`config.mk`:
```
export PLATFORM = sky130hd
export DESIGN_NAME = fxp_accumulator
export DESIGN_NICKNAME = d
export VERILOG_FILES = /design/src/rtl/fxp_accum_pkg.sv /design/src/rtl/fxp_saturate.sv /design/src/rtl/fxp_accumulator.sv
export SDC_FILE = /design/constraint.sdc
export NUM_CORES = 1
export LEC_CHECK = 0
export BUFFER_PORTS_ARGS = -buffer_cell sky130_fd_sc_hd__buf_2
export CAP_MARGIN = 20
export CORE_MARGIN = 3
export CORE_UTILIZATION = 45
export DETAILED_ROUTE_END_ITERATION = 16
export GPL_TIMING_DRIVEN = 0
export PLACE_DENSITY = 0.66
export SYNTH_ARGS = -nofsm -noshare
export SYNTH_HDL_FRONTEND = slang
export SYNTH_HIERARCHICAL = 1
export SYNTH_SLANG_ARGS = --single-unit
```
`constraint.sdc`:
```
create_clock -name clk -period 3.1 [get_ports clk]
set_input_delay 0.31 -clock clk [delete_from_list [all_inputs] [get_ports clk]]
set_output_delay 0.31 -clock clk [all_outputs]
set_load 0.005 [all_outputs]
```
`src/rtl/fxp_accum_pkg.sv`:
```
// ============================================================================
// Module  : fxp_accum_pkg
// Brief   : Shared state encoding and guard-bit helper for fxp_accumulator.
// Revision: 1.0 - initial release
// ============================================================================
`default_nettype none

package fxp_accum_pkg;

  typedef enum logic {ACCUM = 1'b0, DONE = 1'b1} accum_state_t;

  // Extra accumulator MSBs needed so that len full-scale operands cannot overflow.
  function automatic int guard_bits(input int len);
    return (len <= 1) ? 0 : $clog2(len);
  endfunction

endpackage

`default_nettype wire

```
`src/rtl/fxp_saturate.sv`:
```
// ============================================================================
// Module  : fxp_saturate
// Brief   : Combinational clamp from an (n+G)-bit sum to n bits, with ovf flag.
// Revision: 1.0 - initial release
// ============================================================================
`default_nettype none

module fxp_saturate #(
  parameter int n    = 32,
  parameter int G    = 2,
  parameter int sign = 1
) (
  input  logic [n+G-1:0] din,
  output logic [n-1:0]   dout,
  output logic           ovf
);

  if (G == 0) begin : g_pass
    assign dout = din;
    assign ovf  = 1'b0;
  end else if (sign != 0) begin : g_signed
    // In range only when the G guard bits and the result MSB all agree.
    logic w_pos_ovf;
    logic w_neg_ovf;
    assign w_pos_ovf = ~din[n+G-1] &  (|din[n+G-2:n-1]);
    assign w_neg_ovf =  din[n+G-1] & ~(&din[n+G-2:n-1]);
    assign ovf  = w_pos_ovf | w_neg_ovf;
    assign dout = w_pos_ovf ? {1'b0, {(n-1){1'b1}}} :
                  w_neg_ovf ? {1'b1, {(n-1){1'b0}}} :
                  din[n-1:0];
  end else begin : g_unsigned
    logic w_hi_ovf;
    assign w_hi_ovf = |din[n+G-1:n];
    assign ovf  = w_hi_ovf;
    assign dout = w_hi_ovf ? {n{1'b1}} : din[n-1:0];
  end

endmodule

`default_nettype wire

```
`src/rtl/fxp_accumulator.sv`:
```
// ============================================================================
// Module  : fxp_accumulator
// Brief   : Sums LEN fixed-point products into one result over val/rdy links.
//           Define FXP_ACCUM_SATURATE_EN to clamp the result instead of wrapping.
// Revision: 1.0 - initial release
// ============================================================================
`default_nettype none

module fxp_accumulator
  import fxp_accum_pkg::*;
#(
  parameter int n    = 32,
  parameter int d    = 16,
  parameter int sign = 1,
  parameter int LEN  = 4
) (
  input  logic         clk,
  input  logic         reset,
  input  logic         snd_val,
  output logic         snd_rdy,
  input  logic [n-1:0] a,
  output logic         rcv_val,
  input  logic         rcv_rdy,
  output logic [n-1:0] c,
  output logic         ovf
);

  localparam int c_GUARD = guard_bits(LEN);
  localparam int c_W     = n + c_GUARD;
  localparam int c_CW    = $clog2(LEN + 1);
  localparam logic [c_CW-1:0] c_LAST = c_CW'(LEN - 1);

  if (LEN < 1 || d < 0 || d > n) begin : g_param_check
    $error("fxp_accumulator: illegal LEN or d parameter");
  end

  accum_state_t    r_state;
  accum_state_t    w_state_next;
  logic            w_accept;
  logic            w_last;
  logic            w_release;

  logic [c_W-1:0]  r_acc;
  logic [c_CW-1:0] r_count;
  logic            r_rcv_val;
  logic [n-1:0]    r_c;
  logic            r_ovf;

  logic [c_W-1:0]  w_ext;
  logic [c_W-1:0]  w_sum;
  logic [n-1:0]    w_res;
  logic            w_res_ovf;

  if (sign != 0) begin : g_sext
    assign w_ext = c_W'($signed(a));
  end else begin : g_zext
    assign w_ext = c_W'(a);
  end

  assign w_sum = r_acc + w_ext;

`ifdef FXP_ACCUM_SATURATE_EN
  fxp_saturate #(
    .n    (n),
    .G    (c_GUARD),
    .sign (sign)
  ) u_saturate (
    .din  (w_sum),
    .dout (w_res),
    .ovf  (w_res_ovf)
  );
`else
  assign w_res     = w_sum[n-1:0];
  assign w_res_ovf = 1'b0;
`endif

  always_ff @(posedge clk or negedge reset) begin
    if (!reset) begin
      r_state <= ACCUM;
    end else begin
      r_state <= w_state_next;
    end
  end

  always_comb begin
    w_state_next = r_state;
    w_accept     = 1'b0;
    w_last       = 1'b0;
    w_release    = 1'b0;
    case (r_state)
      ACCUM: begin
        if (snd_val) begin
          w_accept = 1'b1;
          if (r_count == c_LAST) begin
            w_last       = 1'b1;
            w_state_next = DONE;
          end
        end
      end
      DONE: begin
        if (rcv_rdy) begin
          w_release    = 1'b1;
          w_state_next = ACCUM;
        end
      end
      default: w_state_next = ACCUM;
    endcase
  end

  // Result registers only load on the final product, so they hold through DONE.
  always_ff @(posedge clk or negedge reset) begin
    if (!reset) begin
      r_acc     <= '0;
      r_count   <= '0;
      r_rcv_val <= 1'b0;
      r_c       <= '0;
      r_ovf     <= 1'b0;
    end else begin
      if (w_accept) begin
        r_acc   <= w_sum;
        r_count <= w_last ? '0 : r_count + c_CW'(1);
      end
      if (w_last) begin
        r_rcv_val <= 1'b1;
        r_c       <= w_res;
        r_ovf     <= w_res_ovf;
      end
      if (w_release) begin
        r_rcv_val <= 1'b0;
        r_acc     <= '0;
      end
    end
  end

  assign snd_rdy = (r_state == ACCUM);
  assign rcv_val = r_rcv_val;
  assign c       = r_c;
  assign ovf     = r_ovf;

endmodule

`default_nettype wire

```
==> results.md, run 1 <==
- Pin count of the biggest net entering global routing: 70
- Distinct cell type count after synthesis: 46
- Fmax: 342 MHz
- Overall routing resource usage: 0.201
- Root Buffer: clkbuf_8
- Std cell rows: 33
- Worst slew margin relative to its limit: 0.427
- Clock-pin transition on the worst setup and hold timing paths: 70 ps
- Cell area power density: 1050 nW/um^2
- Number of fillers in the final layout: 801
- Met2 wire length: 4520 um
- Average wire length per cell after detail routing: 15.5 um
- Clk network pwr share: 0.125
- Avg Vias per Cell: 5.56
- Worst min-delay path class: in -> async
- FFs w/ async S/R, synth: 1.00
- Ordered cell list for the critical path: ha_1 -> fa_2 -> a21oi_2 -> o21ai_0 -> a21oi_2 -> a31oi_4 -> a311o_1 -> nor3b_2 -> a41oi_2 -> xor2_1 -> o21ai_1
- Startpoint Class: flop
- Final std cells w/o fill: 623
- Top library cells by usage in the layout, fill and taps aside: nand2_1 (80), dfrtp_1 (69), buf_2 (67)
- Dpl cells: 608
- Final period util: 0.944
- Cell family contributing the most delay on the critical path: compound AO/OA/AOI/OAI gates
- Share of post-route cells with drive strength above 1: 0.199
- Type of element capturing the critical path: flop
- Unrepaired setup endpoints after global routing: no
- Transition time at the pin with the least slew margin: 860 ps
- CP max-delay cell: a311o_1
- Cts bufs inserted: 9
- Final nets: 586
- Psw: 2.14 mW
- Sum of routed wire segments on met1: 4660 um
- DIE AREA: 10200 sq um
- Top-level port count: 71
- Clock tree from TritonCTS: yes
- Yosys warning count: 6
- Count of clock tree sinks: 69
- Clock Skew: 7.25 ps
- Antenna violations before repair: 0
- Clock latency on the worst-skew pair: 340 ps
- Remaining design rule violation count: 0
- Commonest non-fill, non-tap cell in the layout: nand2_1
- Total congestion overflow after global routing: 0
- Detailed Place HPWL: 7040 um
- Area added between synthesis and finish: 16.5%
- Total of endpoints with negative setup slack in the final report: 0
- Status: complete, no violations
- Die width: 101 um
- Data required time at the worst endpoint: 3310 ps
- DIE HEIGHT: 101 um
- Number of hold-slack violations in the final timing report: 0
- Mean cell area of the mapped netlist: 9.32 sq um
- Flip-flop and latch count after synthesis: 69
- Sw Ratio: 0.431
- Ant. Diodes: 0
- Leakage Power: 2.34 nW
- Crit path kind: reg -> reg
- Most common cell on crit path: a21oi_2
- Routed via count: 3464
- Final Critical Period: 2930 ps
- Syn Std Cell Area: 4050 sq um
- Drt first-iter violations: 137
- Maximum capacitance violations: 0
- H-Tree Level Count: 3
- Via count of the first global-routing pass: 3520
- Biggest cell delay along the critical path: 400 ps
- Number of flops mapped to enable cells by yosys: 0
- Synthesized netlist net count: 505
- Uppermost layer routed: met4
- # port buffers: 68
- Drt pass-1 iters: 4
- Final standard cell utilization of the core: 0.558
- Main flop type after synthesis: dfrtp_1
- Power share of the combinational group: 0.562
- Sequential area share after synthesis: 0.426
- Worst Path Arrival: 3130 ps
- Worst path buffer plus inverter count: 0
- Hold-fix buffer count after cts: 0
- Initial core utilization: 0.479
- Hold slack: 76.5 ps
- Maximum root-to-sink buffer count: 2
- Worst setup path startpoint: r_acc[0]
- Peak supply drop: 399 uV
- Global-route wire length before repair: 16400 um
- ANT nets after route: 0
- Sum of routed wire length over all layers: 9670 um
- Met3 WL: 367 um
- Internal power consumption: 2.82 mW
- Placer congestion estimate: 0.889
- Area of the placeable core: 8460 sq um
- RR Startpoint: r_acc[0]
- Max-slew violation total from the final report: 0
- Largest fanout on the critical path: 3
- Post-synthesis cell count: 435
- Register share of total power: 0.313
[kinds of logic after synthesis]
kind of cell | after synthesis | synth area share
AND/OR/NAND/NOR | 123 | 0.134
multiplexers | 4 | 0.0111
buffers and inverters | 25 | 0.0241
adder cells (fa/ha/maj) | 34 | 0.107
AO/OA/AOI/OAI | 149 | 0.229
other | 1 | 0.000925
flip-flops | 69 | 0.426
XOR/XNOR | 30 | 0.0682
[synthesized netlist by cell type (3+ instances only)]
library cell,instances,area (sq um)
a21oi_1,24,120
dfrtp_1,69,1730
inv_1,7,26.3
a31oi_1,5,31.3
o21ai_1,10,50.1
a21o_1,18,135
xnor2_1,12,105
xor2_1,17,149
nand2_1,80,300
clkbuf_1,16,60.1
mux2_2,4,45.0
o21ai_0,60,300
nor2b_1,3,18.8
nor4b_1,3,26.3
o21a_1,4,30.0
ha_1,33,413
a22o_1,3,26.3
and3_1,6,37.5
a21boi_0,3,22.5
o21bai_1,3,22.5
nor2_1,12,45.0
nand3_1,7,35.0
and2_1,5,31.3
[per-layer routing]
layer	vias up	track usage
met4	0	0.0665
met1	1685	0.274
met2	66	0.328
met5	-	0
li1	1702	-
met3	11	0.0291
[worst paths after layout]
kind                            slack, ps         to  cells past startpoint
min in group clk                      170    r_state                      2
worst min-delay path                   80   r_acc[9]                      1
worst max register to register        170      c[28]                     11
max in group asynchronous            2460  r_acc[30]                      1
worst min register to register        470      c[16]                      2
worst max-delay path                  170      c[28]                     11
[final cells by class]
class	count	area [sq um]	share of cell area
Buffer	18	71.3	0.0151
Tap cell	105	131	0.0278
Clock inverter	3	15.0	0.00318
Inverter	7	26.3	0.00556
Sequential cell	69	1730	0.365
Clock buffer	10	138	0.0291
Timing Repair Buffer	70	358	0.0757
Multi-Input combinational cell	341	2260	0.478
[worst register-to-register path, cell delays in order (launching register included)]
cell	delay (ps)
dfrtp_1	380
ha_1	210
fa_2	370
a21oi_2	160
o21ai_0	160
a21oi_2	260
a31oi_4	140
a311o_1	400
nor3b_2	190
a41oi_2	210
xor2_1	220
o21ai_1	90
[repair_timing]
action                     in CTS  in global routing
setup buffers                   0                  2
gates cloned                    0                  0
setup endpoints to repair       5                  7
resized for setup               2                  4
pin swaps                       0                  3
[sequential cells by signal (all words and copies together) (netlist names)]
signal and cells:
r_state 1, c 32, rcv_val 1, r_acc 32, r_count 3
[power groups by stage]
| stage | logic [mW] | registers [mW] | clock network (mW) |
|---|---|---|---|
| after CTS | 2.75 | 1.56 | 0.636 |
| after global routing | 3.17 | 1.61 | 0.670 |
| final | 2.79 | 1.55 | 0.620 |
| after floorplan | 1.98 | 1.56 | 0 |
| after detailed placement | 2.71 | 1.57 | 0 |
| after global placement | 2.65 | 1.55 | 0 |
[through the flow]
stage          area [sq um]  TNS [ps]  setup WS (ps)  power (mW)
2_1_floorplan          4050         0            400        3.53
3_3_place_gp           4530      -155          -77.1        4.20
3_5_place_dp           4530      -152          -79.9        4.28
4_1_cts                4690         0           60.0        4.94
5_1_grt                4720         0           25.9        5.45
6_report               4720         0            174        4.97
Note: power is estimated with default switching activity, not from simulation.
==> run 2: changes to the inputs <==
--- a/config.mk
+++ b/config.mk
@@ -9,6 +9,7 @@
 export CAP_MARGIN = 20
 export CORE_MARGIN = 3
 export CORE_UTILIZATION = 45
+export CTS_BUF_LIST = sky130_fd_sc_hd__clkbuf_8
 export DETAILED_ROUTE_END_ITERATION = 16
 export GPL_TIMING_DRIVEN = 0
 export PLACE_DENSITY = 0.66
==> constraint.sdc (replaced) <==
create_clock -name clk -period 3.6 [get_ports clk]
set_input_delay 0.36 -clock clk [delete_from_list [all_inputs] [get_ports clk]]
set_output_delay 0.36 -clock clk [all_outputs]
set_load 0.005 [all_outputs]
==> run 2 against run 1 <==
Flip-flop and latch count stayed put. Highest routed layer unchanged. Design area is 0.93% lower. Cell count is 0.32% lower. Sequential share of layout area is 0.34 points higher. Worst hold slack better by 53 ps. Via count is 0.17% higher. Count of clock-buffer cells in the layout stayed put. Power is 15% lower. Die area stayed put. Routed wire length is 1.7% lower. Largest power group unchanged.
==> results.md, run 2 (synthesized netlist as in run 1, its figures left out) <==
- Status: complete, no violations
- Share of post-route cells with drive strength above 1: 0.186 (-0.0128)
- Hold-fix buffer count after cts: 0 (unchanged)
- Final period util: 0.902 (-0.0423)
- Worst setup path startpoint: r_acc[0]
- DIE AREA: 10200 sq um (unchanged)
- Count of cells resized by post-cts repair: 0 (-2)
- Ant. Diodes: 0 (unchanged)
- Number of fillers in the final layout: 817 (+2.0%)
- ANT nets after route: 0 (unchanged)
- Power share of the combinational group: 0.556 (-0.006)
- Commonest non-fill, non-tap cell in the layout: nand2_1
- Internal power consumption: 2.40 mW (-15%)
- Clk network pwr share: 0.126 (about the same)
- Peak supply drop: 342 uV (-14%)
- Final TNS setup: 0 ps (unchanged)
- Leakage Power: 2.33 nW (-0.45%)
- Cell family contributing the most delay on the critical path: compound AO/OA/AOI/OAI gates
- Drt first-iter violations: 148 (+8.0%)
- Total congestion overflow after global routing: 0 (unchanged)
- Placed Area: 4530 sq um (unchanged)
- Routed via count: 3470 (+0.17%)
- Pin count of the biggest net entering global routing: 70 (unchanged)
- Via count of the first global-routing pass: 3520 (unchanged)
- Unrepaired setup endpoints after global routing: no
- RR Startpoint: r_acc[0]
- Max-slew violation total from the final report: 0 (unchanged)
- Final Critical Period: 3250 ps (+320 ps)
- Ordered cell list for the critical path: ha_1 -> fa_1 -> a21oi_1 -> o21ai_0 -> a21oi_1 -> a31oi_1 -> a21bo_2 -> a21boi_1 -> o21ai_0 -> xnor2_1 -> o21ai_0
- Crit path kind: reg -> reg
- Antenna violations before repair: 0 (unchanged)
- H-Tree Level Count: 3 (unchanged)
- Sum of routed wire length over all layers: 9510 um (-1.7%)
- Maximum root-to-sink buffer count: 2 (unchanged)
- Area of the placeable core: 8460 sq um (unchanged)
- Top library cells by usage in the layout, fill and taps aside: nand2_1 (80), dfrtp_1 (69), buf_2 (67)
- Worst Path Arrival: 3440 ps (+310 ps)
- Clock tree from TritonCTS: yes
- Data required time at the worst endpoint: 3790 ps (+480 ps)
- Met3 WL: 436 um (+19%)
- Type of element capturing the critical path: flop
- Post-layout total power: 4.21 mW (-15%)
- Dpl cells: 608 (unchanged)
- Hold slack: 130 ps (+53.1 ps)
- Cell area power density: 899 nW/um^2 (-14%)
- Uppermost layer routed: met4
- Top-level port count: 71 (unchanged)
- Number of hold-slack violations in the final timing report: 0 (unchanged)
- Worst min-delay path class: in -> async
- Avg Vias per Cell: 5.59 (+0.50%)
- DIE HEIGHT: 101 um (unchanged)
- Count of buffers added by post-CTS timing repair for setup: 0 (unchanged)
- Worst path buffer plus inverter count: 0 (unchanged)
- Initial core utilization: 0.479 (unchanged)
- Placer congestion estimate: 0.889 (unchanged)
- Fmax: 308 MHz (-9.8%)
- Maximum capacitance violations: 0 (unchanged)
- Transition time at the pin with the least slew margin: 860 ps (+0.174 ps)
- Sum of routed wire segments on met1: 4530 um (-2.8%)
- Final std cells w/o fill: 621 (-0.32%)
- Total of endpoints with negative setup slack in the final report: 0 (unchanged)
- Average wire length per cell after detail routing: 15.3 um (-1.4%)
- PnR worst setup slack: 355 ps (+180 ps)
- Detailed Place HPWL: 7040 um (unchanged)
- Met2 wire length: 4460 um (-1.3%)
- Final standard cell utilization of the core: 0.553 (-0.00517)
- Clock Skew: 9.01 ps (+1.76 ps)
- Psw: 1.81 mW (-16%)
- Biggest cell delay along the critical path: 410 ps (about the same)
- Std cell rows: 33 (unchanged)
- Final standard cell area without fillers: 4680 sq um (-0.93%)
- Drt pass-1 iters: 4 (unchanged)
- Area added between synthesis and finish: 15.5%
- Setup Slack @ Placement: 370 ps (+450 ps)
- # port buffers: 68 (unchanged)
- Final nets: 584 (-0.34%)
- Register share of total power: 0.318 (+0.005)
- Clock-pin transition on the worst setup and hold timing paths: 70 ps (about the same)
- Cts bufs inserted: 9 (unchanged)
- Largest fanout on the critical path: 4 (+1)
- CP max-delay cell: fa_1
- Remaining design rule violation count: 0 (unchanged)
- Most common cell on crit path: o21ai_0
- Die width: 101 um (unchanged)
- Startpoint Class: flop
- Global-route wire length before repair: 16400 um (-0.17%)
- Clock latency on the worst-skew pair: 340 ps (about the same)
- Count of clock tree sinks: 69 (unchanged)
- Sw Ratio: 0.430 (-0.00175)
- Overall routing resource usage: 0.200 (-0.000436)
- Worst slew margin relative to its limit: 0.426 (about the same)
- Root Buffer: clkbuf_8
run 2: cell types whose count changed in the layout (fill, tap and decap cells not counted), sizes merged:
| cell | previous run | this run |
|---|---|---|
| buf | 72 | 70 |
run 2: power by group through the flow:
stage / Sequential [mW] / Combinational [mW] / Clock [mW]
floorplan: 1.34 / 1.70 / 0
global placement: 1.34 / 2.28 / 0
detailed placement: 1.35 / 2.34 / 0
CTS: 1.34 / 2.36 / 0.548
global route: 1.38 / 2.67 / 0.577
finish: 1.34 / 2.34 / 0.531
run 2: cell type report:
class                           instances  area [sq um]  share of cell area
Buffer                                 18          71.3              0.0152
Clock buffer                           10           138              0.0294
Clock inverter                          3          15.0             0.00321
Inverter                                7          26.3             0.00561
Multi-Input combinational cell        341          2230               0.476
Sequential cell                        69          1730               0.369
Tap cell                              105           131              0.0281
Timing Repair Buffer                   68           343              0.0732
run 2: worst paths after layout:
kind | cells after the start | end | slack (ps)
worst max-delay path | 11 | r_acc[30] | 350
worst min register to register | 2 | c[16] | 470
min in group clk | 2 | r_state | 220
worst min-delay path | 1 | c[4] | 130
worst max register to register | 11 | r_acc[30] | 350
max in group asynchronous | 1 | r_acc[30] | 2910
run 2: per-layer routing:
metal | track usage | vias up
li1 | - | 1703
met5 | 0 | -
met2 | 0.325 | 89
met3 | 0.0304 | 9
met4 | 0.0675 | 0
met1 | 0.274 | 1669
